File: src/rtl/wb_port_arbiter_pkg.sv
// Shared types and constants for the Writeback write-port arbiter.
// The hazard unit also uses REG_ZERO for its own x0 checks.
package wb_port_arbiter_pkg;

  // Arbiter mode: NORMAL gives the pipeline priority. FORCE grants one
  // stalled slot to the long source.
  typedef enum logic {
    NORMAL = 1'b0,
    FORCE  = 1'b1
  } wb_arb_state_t;

  // Architectural zero register. Writes to it are discarded.
  localparam logic [4:0] REG_ZERO = 5'd0;

  // Width of the starvation counter. STARVE_MAX must fit in it (1..15).
  localparam int unsigned STARVE_CNT_W = 4;

endpackage

File: src/rtl/wb_starve_counter.sv
// Saturating counter of consecutive cycles in which the long source was
// refused the write port. It flags when the next increment would reach
// STARVE_MAX.
module wb_starve_counter
  import wb_port_arbiter_pkg::*;
#(
  parameter int unsigned STARVE_MAX = 4
) (
  input  logic                    clk,
  input  logic                    rst,
  input  logic                    inc_i,
  input  logic                    clr_i,
  output logic [STARVE_CNT_W-1:0] cnt_o,
  output logic                    hit_o
);

  localparam logic [STARVE_CNT_W-1:0] CNT_SAT = '1;
  localparam logic [STARVE_CNT_W-1:0] CNT_MAX = STARVE_CNT_W'(STARVE_MAX);

  logic [STARVE_CNT_W-1:0] cnt_q, cnt_d, cnt_inc;

  // Increment value, saturating at all-ones so the count never wraps.
  assign cnt_inc = (cnt_q == CNT_SAT) ? cnt_q : cnt_q + 1'b1;

  // hit_o looks only at the incremented value and does not depend on inc_i.
  // This keeps the path to the arbiter's next-state logic free of loops.
  assign hit_o = (cnt_inc == CNT_MAX);
  assign cnt_o = cnt_q;

  // Next-count selection: a clear wins over an increment.
  always_comb begin
    cnt_d = cnt_q;
    if (clr_i) begin
      cnt_d = '0;
    end else if (inc_i) begin
      cnt_d = cnt_inc;
    end
  end

  // Count register with synchronous reset.
  always_ff @(posedge clk) begin
    // NOTE: sequential state always uses non-blocking (<=) assignment so
    // every flop samples pre-edge values regardless of block ordering.
    if (rst) begin
      cnt_q <= '0;
    end else begin
      cnt_q <= cnt_d;
    end
  end

endmodule

File: src/rtl/wb_port_arbiter.sv
// Arbitrates the single register-file write port between the in-order
// pipeline Writeback stage and one long-latency result source.
// The pipeline has priority. The long source takes free slots. After
// STARVE_MAX refused cycles, one stalled FORCE cycle guarantees progress.
module wb_port_arbiter
  import wb_port_arbiter_pkg::*;
#(
  parameter int unsigned WIDTH      = 32,
  parameter int unsigned ADDR_W     = 5,
  parameter int unsigned STARVE_MAX = 4
) (
  input  logic              clk,
  input  logic              rst,
  input  logic              RegWriteW,
  input  logic [ADDR_W-1:0] RdW,
  input  logic [WIDTH-1:0]  ResultW,
  input  logic              LongValid,
  input  logic [ADDR_W-1:0] LongRd,
  input  logic [WIDTH-1:0]  LongData,
  output logic              LongReady,
  output logic              RegWriteOut,
  output logic [ADDR_W-1:0] RdOut,
  output logic [WIDTH-1:0]  WDataOut,
  output logic              StallReq
);

  localparam logic [ADDR_W-1:0] RD_ZERO = ADDR_W'(REG_ZERO);

  wb_arb_state_t           state_q, state_d;
  logic                    pipe_wr;
  logic                    long_wr;
  logic                    long_sel;
  logic                    cnt_inc;
  logic                    cnt_clr;
  logic                    cnt_hit;
  logic [STARVE_CNT_W-1:0] starve_cnt;

  // A write to x0 is not a real write on either side.
  assign pipe_wr = RegWriteW && (RdW != RD_ZERO);
  assign long_wr = LongValid && (LongRd != RD_ZERO);

  wb_starve_counter #(
    .STARVE_MAX (STARVE_MAX)
  ) u_starve (
    .clk   (clk),
    .rst   (rst),
    .inc_i (cnt_inc),
    .clr_i (cnt_clr),
    .cnt_o (starve_cnt),
    .hit_o (cnt_hit)
  );

  // Write-port select, handshake, stall request and next-state decode.
  always_comb begin
    // NOTE: every output gets a default first so no path leaves a signal
    // unassigned. Otherwise synthesis would infer a latch.
    state_d     = state_q;
    LongReady   = 1'b0;
    RegWriteOut = 1'b0;
    RdOut       = '0;
    WDataOut    = '0;
    StallReq    = 1'b0;
    long_sel    = 1'b0;
    cnt_inc     = 1'b0;
    cnt_clr     = 1'b0;

    // During reset, all outputs stay at their quiet defaults.
    if (!rst) begin
      unique case (state_q)
        NORMAL: begin
          if (pipe_wr) begin
            RegWriteOut = 1'b1;
            RdOut       = RdW;
            WDataOut    = ResultW;
          end else begin
            LongReady = 1'b1;
            long_sel  = 1'b1;
          end
          // A refused long result counts toward starvation.
          // A transfer or an idle source clears the count.
          if (LongValid && !LongReady) begin
            cnt_inc = 1'b1;
            if (cnt_hit) begin
              state_d = FORCE;
            end
          end else begin
            cnt_clr = 1'b1;
          end
        end
        FORCE: begin
          // StallReq comes straight from the state register.
          StallReq  = 1'b1;
          LongReady = 1'b1;
          long_sel  = 1'b1;
          // LongReady is 1 here, so the cycle ends in a transfer or with
          // LongValid low. Either way FORCE lasts one cycle.
          cnt_clr   = 1'b1;
          state_d   = NORMAL;
        end
        default: state_d = NORMAL;
      endcase

      if (long_sel && long_wr) begin
        RegWriteOut = 1'b1;
        RdOut       = LongRd;
        WDataOut    = LongData;
      end
    end
  end

  // Arbiter state register with synchronous reset.
  always_ff @(posedge clk) begin
    if (rst) begin
      state_q <= NORMAL;
    end else begin
      state_q <= state_d;
    end
  end

endmodule
File: config.mk
export PLATFORM = sky130hd
export DESIGN_NAME = wb_port_arbiter
export DESIGN_NICKNAME = d
export VERILOG_FILES = /design/src/rtl/wb_port_arbiter_pkg.sv /design/src/rtl/wb_starve_counter.sv /design/src/rtl/wb_port_arbiter.sv
export SDC_FILE = /design/constraint.sdc
export NUM_CORES = 1
export LEC_CHECK = 0
export CORE_UTILIZATION = 30
export DETAILED_ROUTE_END_ITERATION = 10
export GPL_TIMING_DRIVEN = 1
export PLACE_DENSITY = 0.81
export SLEW_MARGIN = 15
export SYNTH_ARGS = -nofsm -noshare
export SYNTH_HDL_FRONTEND = slang
export SYNTH_HIERARCHICAL = 1
export SYNTH_SLANG_ARGS = --single-unit
File: constraint.sdc
create_clock -name clk -period 2.3 [get_ports clk]
set_clock_uncertainty 0.1 [all_clocks]
set_input_delay 0.46 -clock clk [delete_from_list [all_inputs] [get_ports clk]]
set_output_delay 0.46 -clock clk [all_outputs]
set_load 0.02 [all_outputs]
==> impl_metrics.csv, run 1 <==
group,metric,value,unit
floorplanning,coreArea,4410,sq um
timing,hold_viol_final,0,
pwr,seqPwrFrac,0.085,
synthesis,avgSynthCellArea,7.39,sq um
synthesis,ys_seq_area_frac,0.0721,
pwr,total_power,0.00104,W
timing,fmax,0.386,GHz
timing,setup_ws,-0.294,ns
synthesis,synth.most_common_cell,"inv_1",
place,dp.cells,368,
timing,max_slew_margin,0.659,
pwr,power_frac_comb,0.747,
route,drt-pass1-iter-count,4,
grt,grt_max_degree,23,
clocking,cts_root_buf,"clkbuf_8",
synthesis,synth_top_area_share,0.243,
timing,worstMarginPinSlew,0.511,ns
grt,grt_usage,0.369,
grt,overflow,0,
timing,rsz0062_at_grt,"yes",
critical_path,cp-end-kind,"output port",
timing,slew_viol_final,0,
critical_path,cp.required,1.74,ns
run_status,status,"finished, violations left",
critical_path,crit_type,"in -> out",
cells_and_area,area_growth,194,%
clocking,clock_sinks,5,
job,drv_cap,0,
synthesis,syn-cell-area,1390,sq um
place,dpl.hpwl,4.46,mm
route,wl_per_cell,28.6,um
clocking,worstSkewPairLatency,0.23,ns
synthesis,synth.area.top_cells,"o31ai_2, o2111ai_1, inv_1, dfxtp_1, clkbuf_1",
critical_path,r2r_slack,0.26,ns
route,drtIter0Drc,208,
pwr,ir_worst_vdd,0.000213,V
timing,setup_violations,42,
floorplanning,rows,24,
critical_path,arrival,2.03,ns
route,vias,2633,
pwr,power_leakage,1.54,nW
cells_and_area,finalNonFillerCells,393,
pwr,power_density,255,nW/um^2
critical_path,cp-endpoint,"WDataOut[18]",
route,wirelength,11.2,mm
synthesis,synth_largest_area_cell,"o31ai_2",
route,drc_errors,0,
floorplanning,initial_core_util,0.315,
clocking,cts_hold_buf,0,
synthesis,synthFlopType,"dfxtp_1",
synthesis,yosys_warnings,6,
clocking,cts_max_level,1,
floorplanning,die_w,70.0,um
synthesis,synthCells,188,
synthesis,syn-num-nets,267,
synthesis,async_reset_ff_frac,0,
floorplanning,fp.dieH,70.0,um
run_status,violations,"setup timing",
place,place.gp.congestion,0.875,
timing,fin_crit_sh,1.13,
place,pre_cts_ws,-1.01,ns
critical_path,r2r-end,"u_starve/cnt_o[0]$_SDFFE_PP0P_",
cells_and_area,antenna_cells,0,
route,antenna_left,0,
pwr,swShare,0.428,
critical_path,start_kind,"input port",
cells_and_area,drive_gt1_frac,0.543,
synthesis,ys_ff_latch,5,
route,routed_via_density,6.70,
grt,grt_first_pass_wirelength,14.0,mm
pwr,power_frac_clock,0.168,
pwr,intPower,0.000596,W
grt,first_global_vias,2604,
clocking,cts.path.max_buffers,2,
place,io_buffer_count,117,
timing,fin_crit,2.59,ns
clocking,cts_tree,"done",
critical_path,crit_path_start,"RdW[3]",
cells_and_area,nFillCells,147,
synthesis,netlist-cell-type-count,36,
clocking,clk_pin_slew_worst_paths,0.04,ns
cells_and_area,final_nets,421,
critical_path,rr_worst_depth,8,
critical_path,worst-path-max-fanout,7,
grt,antenna_found_initial,0,
synthesis,synth-edff-count,0,
floorplanning,die-area,4910,sq um
min_path,hold_class,"reg -> reg",
floorplanning,ios,118,
synthesis,synthTopCellsByCount,"inv_1, o2111ai_1, o31ai_2",
clocking,cts_buffers,3,
pwr,power.switching,0.000447,W
critical_path,r2r_start,"state_q$_SDFF_PP0_",
metrics by stage:
stage          hold slack, ns  area (sq um)  utilization  TNS [ns]
6_report                0.559          4090        0.925     -8.36
5_1_grt                 0.559          4090        0.925     -9.14
4_1_cts                 0.436          3910        0.886     -8.91
3_5_place_dp            0.434          3120        0.708    -39.20
3_3_place_gp            0.413          3120        0.708    -38.34
2_1_floorplan           0.386          1660            -     -5.33
sequential cells by signal (all words and copies together), names as in the netlist:
name,count
state_q,1
u_starve/cnt_o,4
what timing repair did:
| action | 4_1_cts | 5_1_grt |
|---|---|---|
| gates resized for setup | 322 | 42 |
| gates cloned | 9 | 1 |
| buffers inserted | 14 | 4 |
| pin swaps | 34 | 20 |
| setup endpoints to repair | 44 | 42 |
power groups by stage:
stage	clock network (W)	logic, W	registers [W]
global route	0.000183	0.000796	0.0000887
global placement	0	0.000546	0.0000899
floorplan	0	0.000260	0.0000897
CTS	0.000168	0.000701	0.0000886
finish	0.000175	0.000779	0.0000888
detailed placement	0	0.000554	0.0000900
cells by family after synthesis:
logic type | synth area share
simple gates | 0.166
compound gates | 0.564
flops | 0.0721
fa+ha+maj | 0.00901
buf+inv | 0.189
area by class of cell:
class,instances,area [sq um],area share
multi-input cells,124,1810,0.442
repair buffers,173,1940,0.474
clock buffers,4,45.0,0.0110
flip-flops and latches,5,100,0.0245
inverters,35,131,0.0322
well taps,52,65.1,0.0159
worst max-delay path, cell delays in order:
cell and delay [ns]:
buf_8 0.10, or4_4 0.55, o21a_4 0.24, buf_12 0.14, buf_12 0.14, o31ai_4 0.23
buf_6 0.16
routing by layer:
metal,wire (um),up-vias,GRT usage
li1,-,1043,-
met1,3940,1290,0.421
met2,5540,228,0.640
met3,963,72,0.0736
met4,777,0,0.202
met5,0,-,0
worst min path at each step:
stage / startpoint / to / slack, ns / cells after the start
floorplan: u_starve/cnt_o[0]$_SDFFE_PP0P_ / u_starve/cnt_o[0]$_SDFFE_PP0P_ / 0.39 / 2
global placement: u_starve/cnt_o[0]$_SDFFE_PP0P_ / u_starve/cnt_o[0]$_SDFFE_PP0P_ / 0.41 / 2
detailed placement: u_starve/cnt_o[0]$_SDFFE_PP0P_ / u_starve/cnt_o[0]$_SDFFE_PP0P_ / 0.43 / 2
CTS: u_starve/cnt_o[0]$_SDFFE_PP0P_ / u_starve/cnt_o[0]$_SDFFE_PP0P_ / 0.44 / 2
global route: u_starve/cnt_o[0]$_SDFFE_PP0P_ / u_starve/cnt_o[0]$_SDFFE_PP0P_ / 0.56 / 2
finish: u_starve/cnt_o[3]$_SDFFE_PP0P_ / u_starve/cnt_o[3]$_SDFFE_PP0P_ / 0.56 / 2
placed cells by master, fill, tap and decap left out, types with 3 or more instances in the layout:
cell type        instances
nand3_1                  4
a21oi_1                  4
dlygate4sd2_1            4
buf_16                   6
buf_12                  12
clkbuf_8                 3
o2111ai_2               14
buf_6                   46
buf_4                   31
inv_1                   34
buf_2                    4
o21ai_0                  4
nand2_1                  7
nand3b_1                 4
clkdlybuf4s50_1         66
o31ai_4                 32
dfxtp_1                  5
o2111ai_4               17
(Power assumes the default switching activity.)
==> inputs of run 2 (changes only) <==
- REMOVE_ABC_BUFFERS: not set -> 1
==> run 2 against run 1 <==
  * The run still ends with setup timing left
  * Setup slack worse by 0.15 ns
  * Power is 6.9% higher
  * Sequential cell count did not move
  * Non-clock buffer count shrank 1
  * Sequential power increased by 0.5%
  * Maximum frequency is 5.3% lower
  * Wire length rose by 30%
  * Clock power increased by 6%
  * Largest power group unchanged
==> impl_metrics.csv, run 2 (synthesized netlist as in run 1, its figures left out) <==
group,metric,value,unit
timing,whs,0.582,ns
clocking,cts_hold_buf,0,
floorplanning,coreArea,4410,sq um
critical_path,r2r_slack,-0.14,ns
clocking,cts_tree,"done",
timing,setup_ws,-0.440,ns
cells_and_area,final_area,4260,sq um
place,dpl.hpwl,4.22,mm
critical_path,cp.required,1.74,ns
route,vias,2917,
route,drtIter0Drc,429,
floorplanning,rows,24,
place,place.gp.congestion,0.862,
critical_path,r2r_start,"state_q$_SDFF_PP0_",
pwr,power_leakage,1.58,nW
cells_and_area,final_nets,420,
critical_path,cp_cell_sequence,"buf_6 -> or4_4 -> o21a_4 -> buf_4 -> buf_16 -> o31ai_2 -> buf_4",
critical_path,crit_type,"in -> out",
timing,rsz0062_at_grt,"yes",
place,dp.cells,361,
cells_and_area,drive_gt1_frac,0.553,
clocking,cts_buffers,3,
clocking,cts_root_buf,"clkbuf_8",
timing,fin_crit_sh,1.19,
min_path,holdPathEnd,"u_starve/cnt_o[0]$_SDFFE_PP0P_",
cells_and_area,final_common_cell,"clkdlybuf4s50_1",
pwr,swShare,0.458,
cells_and_area,finalNonFillerCells,394,
cells_and_area,post-route-util,0.965,
pwr,total_power,0.00111,W
critical_path,arrival,2.18,ns
pwr,power_density,262,nW/um^2
critical_path,cp-end-kind,"output port",
min_path,holdCritStartpoint,"u_starve/cnt_o[0]$_SDFFE_PP0P_",
grt,antenna_found_initial,1,
timing,slew_viol_final,0,
pwr,power_frac_clock,0.166,
route,drc_errors,0,
grt,grt_max_degree,27,
clocking,worstSkewPairLatency,0.24,ns
critical_path,cpMostUsedCell,"buf_4",
min_path,hold_class,"reg -> reg",
pwr,ir_worst_vdd,0.000304,V
timing,fmax,0.365,GHz
place,io_buffer_count,117,
pwr,power.switching,0.000511,W
cells_and_area,largest_reg_flops,4,
timing,fin_crit,2.74,ns
route,routed_via_density,7.40,
route,wirelength,14.6,mm
critical_path,rr_worst_depth,9,
min_path,holdPathStages,2,
critical_path,worst-path-max-fanout,5,
grt,first_global_vias,2701,
clocking,cts.path.max_buffers,2,
cells_and_area,area_growth,207,%
floorplanning,ios,118,
grt,grt_usage,0.386,
critical_path,start_kind,"input port",
clocking,clk_pin_slew_worst_paths,0.04,ns
clocking,clock_sinks,5,
run_status,status,"finished, violations left",
critical_path,slowest_stage,"or4_4",
floorplanning,die_w,70.0,um
route,antenna_left,0,
run_status,violations,"setup timing",
timing,hold_viol_final,0,
critical_path,r2r-end,"u_starve/cnt_o[3]$_SDFFE_PP0P_",
route,wl_per_cell,37.0,um
critical_path,slowest_delay,0.55,ns
cells_and_area,final_cell_mix,"clkdlybuf4s50_1, buf_6, inv_1, buf_4, o2111ai_4",
timing,setup_violations,43,
floorplanning,fp.dieH,70.0,um
clocking,cts_max_level,1,
timing,worstMarginPinSlew,0.682,ns
pwr,power_frac_comb,0.753,
timing,max_slew_margin,0.539,
pwr,intPower,0.000604,W
place,place_area,2780,sq um
grt,grt_first_pass_wirelength,14.5,mm
job,drv_cap,0,
floorplanning,die-area,4910,sq um
grt,overflow,0,
pwr,seqPwrFrac,0.080,
floorplanning,initial_core_util,0.315,
route,drt-pass1-iter-count,5,
## run 2: worst max path at each step
stage                     slack, ns                              to       from
after CTS                     -0.39                     WDataOut[4]     RdW[0]
after global routing          -0.42                    WDataOut[15]     RdW[2]
after detailed placement      -1.06                    WDataOut[31]     RdW[2]
after global placement        -1.02                    WDataOut[31]     RdW[2]
after floorplan               -1.63  u_starve/cnt_o[3]$_SDFFE_PP0P_  RegWriteW
final                         -0.44                    WDataOut[21]     RdW[2]
## run 2: timing repair
action,4_1_cts,5_1_grt
resized for setup,350,66
endpoints found under the setup margin,44,43
setup buffers,15,4
pin swaps,36,22
cloned,8,5
## run 2: critical path, delay by kind of cell
| kind | cells | cell delay (ns) |
|---|---|---|
| AO/OA/AOI/OAI | 2 | 0.57 |
| buffers and inverters | 4 | 0.61 |
| AND/OR/NAND/NOR | 1 | 0.55 |
## run 2: power by group through the flow
| stage | Combinational, W | Sequential [W] | Clock [W] |
|---|---|---|---|
| CTS | 0.000681 | 0.0000888 | 0.000168 |
| floorplan | 0.000175 | 0.0000897 | 0 |
| detailed placement | 0.000482 | 0.0000901 | 0 |
| finish | 0.000840 | 0.0000892 | 0.000185 |
| global route | 0.000852 | 0.0000891 | 0.000193 |
| global placement | 0.000475 | 0.0000899 | 0 |
## run 2: per-stage QoR
stage	TNS, ns	setup WS [ns]
finish	-12.60	-0.440
floorplan	-58.34	-1.63
detailed placement	-39.42	-1.06
global placement	-38.74	-1.02
CTS	-10.55	-0.390
global route	-12.97	-0.424
## run 2: layer usage
| layer | vias up | part of all wire | GRT usage |
|---|---|---|---|
| met1 | 1293 | 0.30 | 0.402 |
| met5 | - | 0 | 0 |
| met2 | 398 | 0.44 | 0.715 |
| met3 | 183 | 0.12 | 0.0519 |
| met4 | 0 | 0.14 | 0.253 |
| li1 | 1043 | - | - |
## run 2: cell type report
type,count,area [sq um]
multi-input cells,124,1940
fillers,79,155
clock buffers,4,45.0
inverters,35,131
flip-flops and latches,5,100
diodes,2,5.00
well taps,52,65.1
repair buffers,172,1970
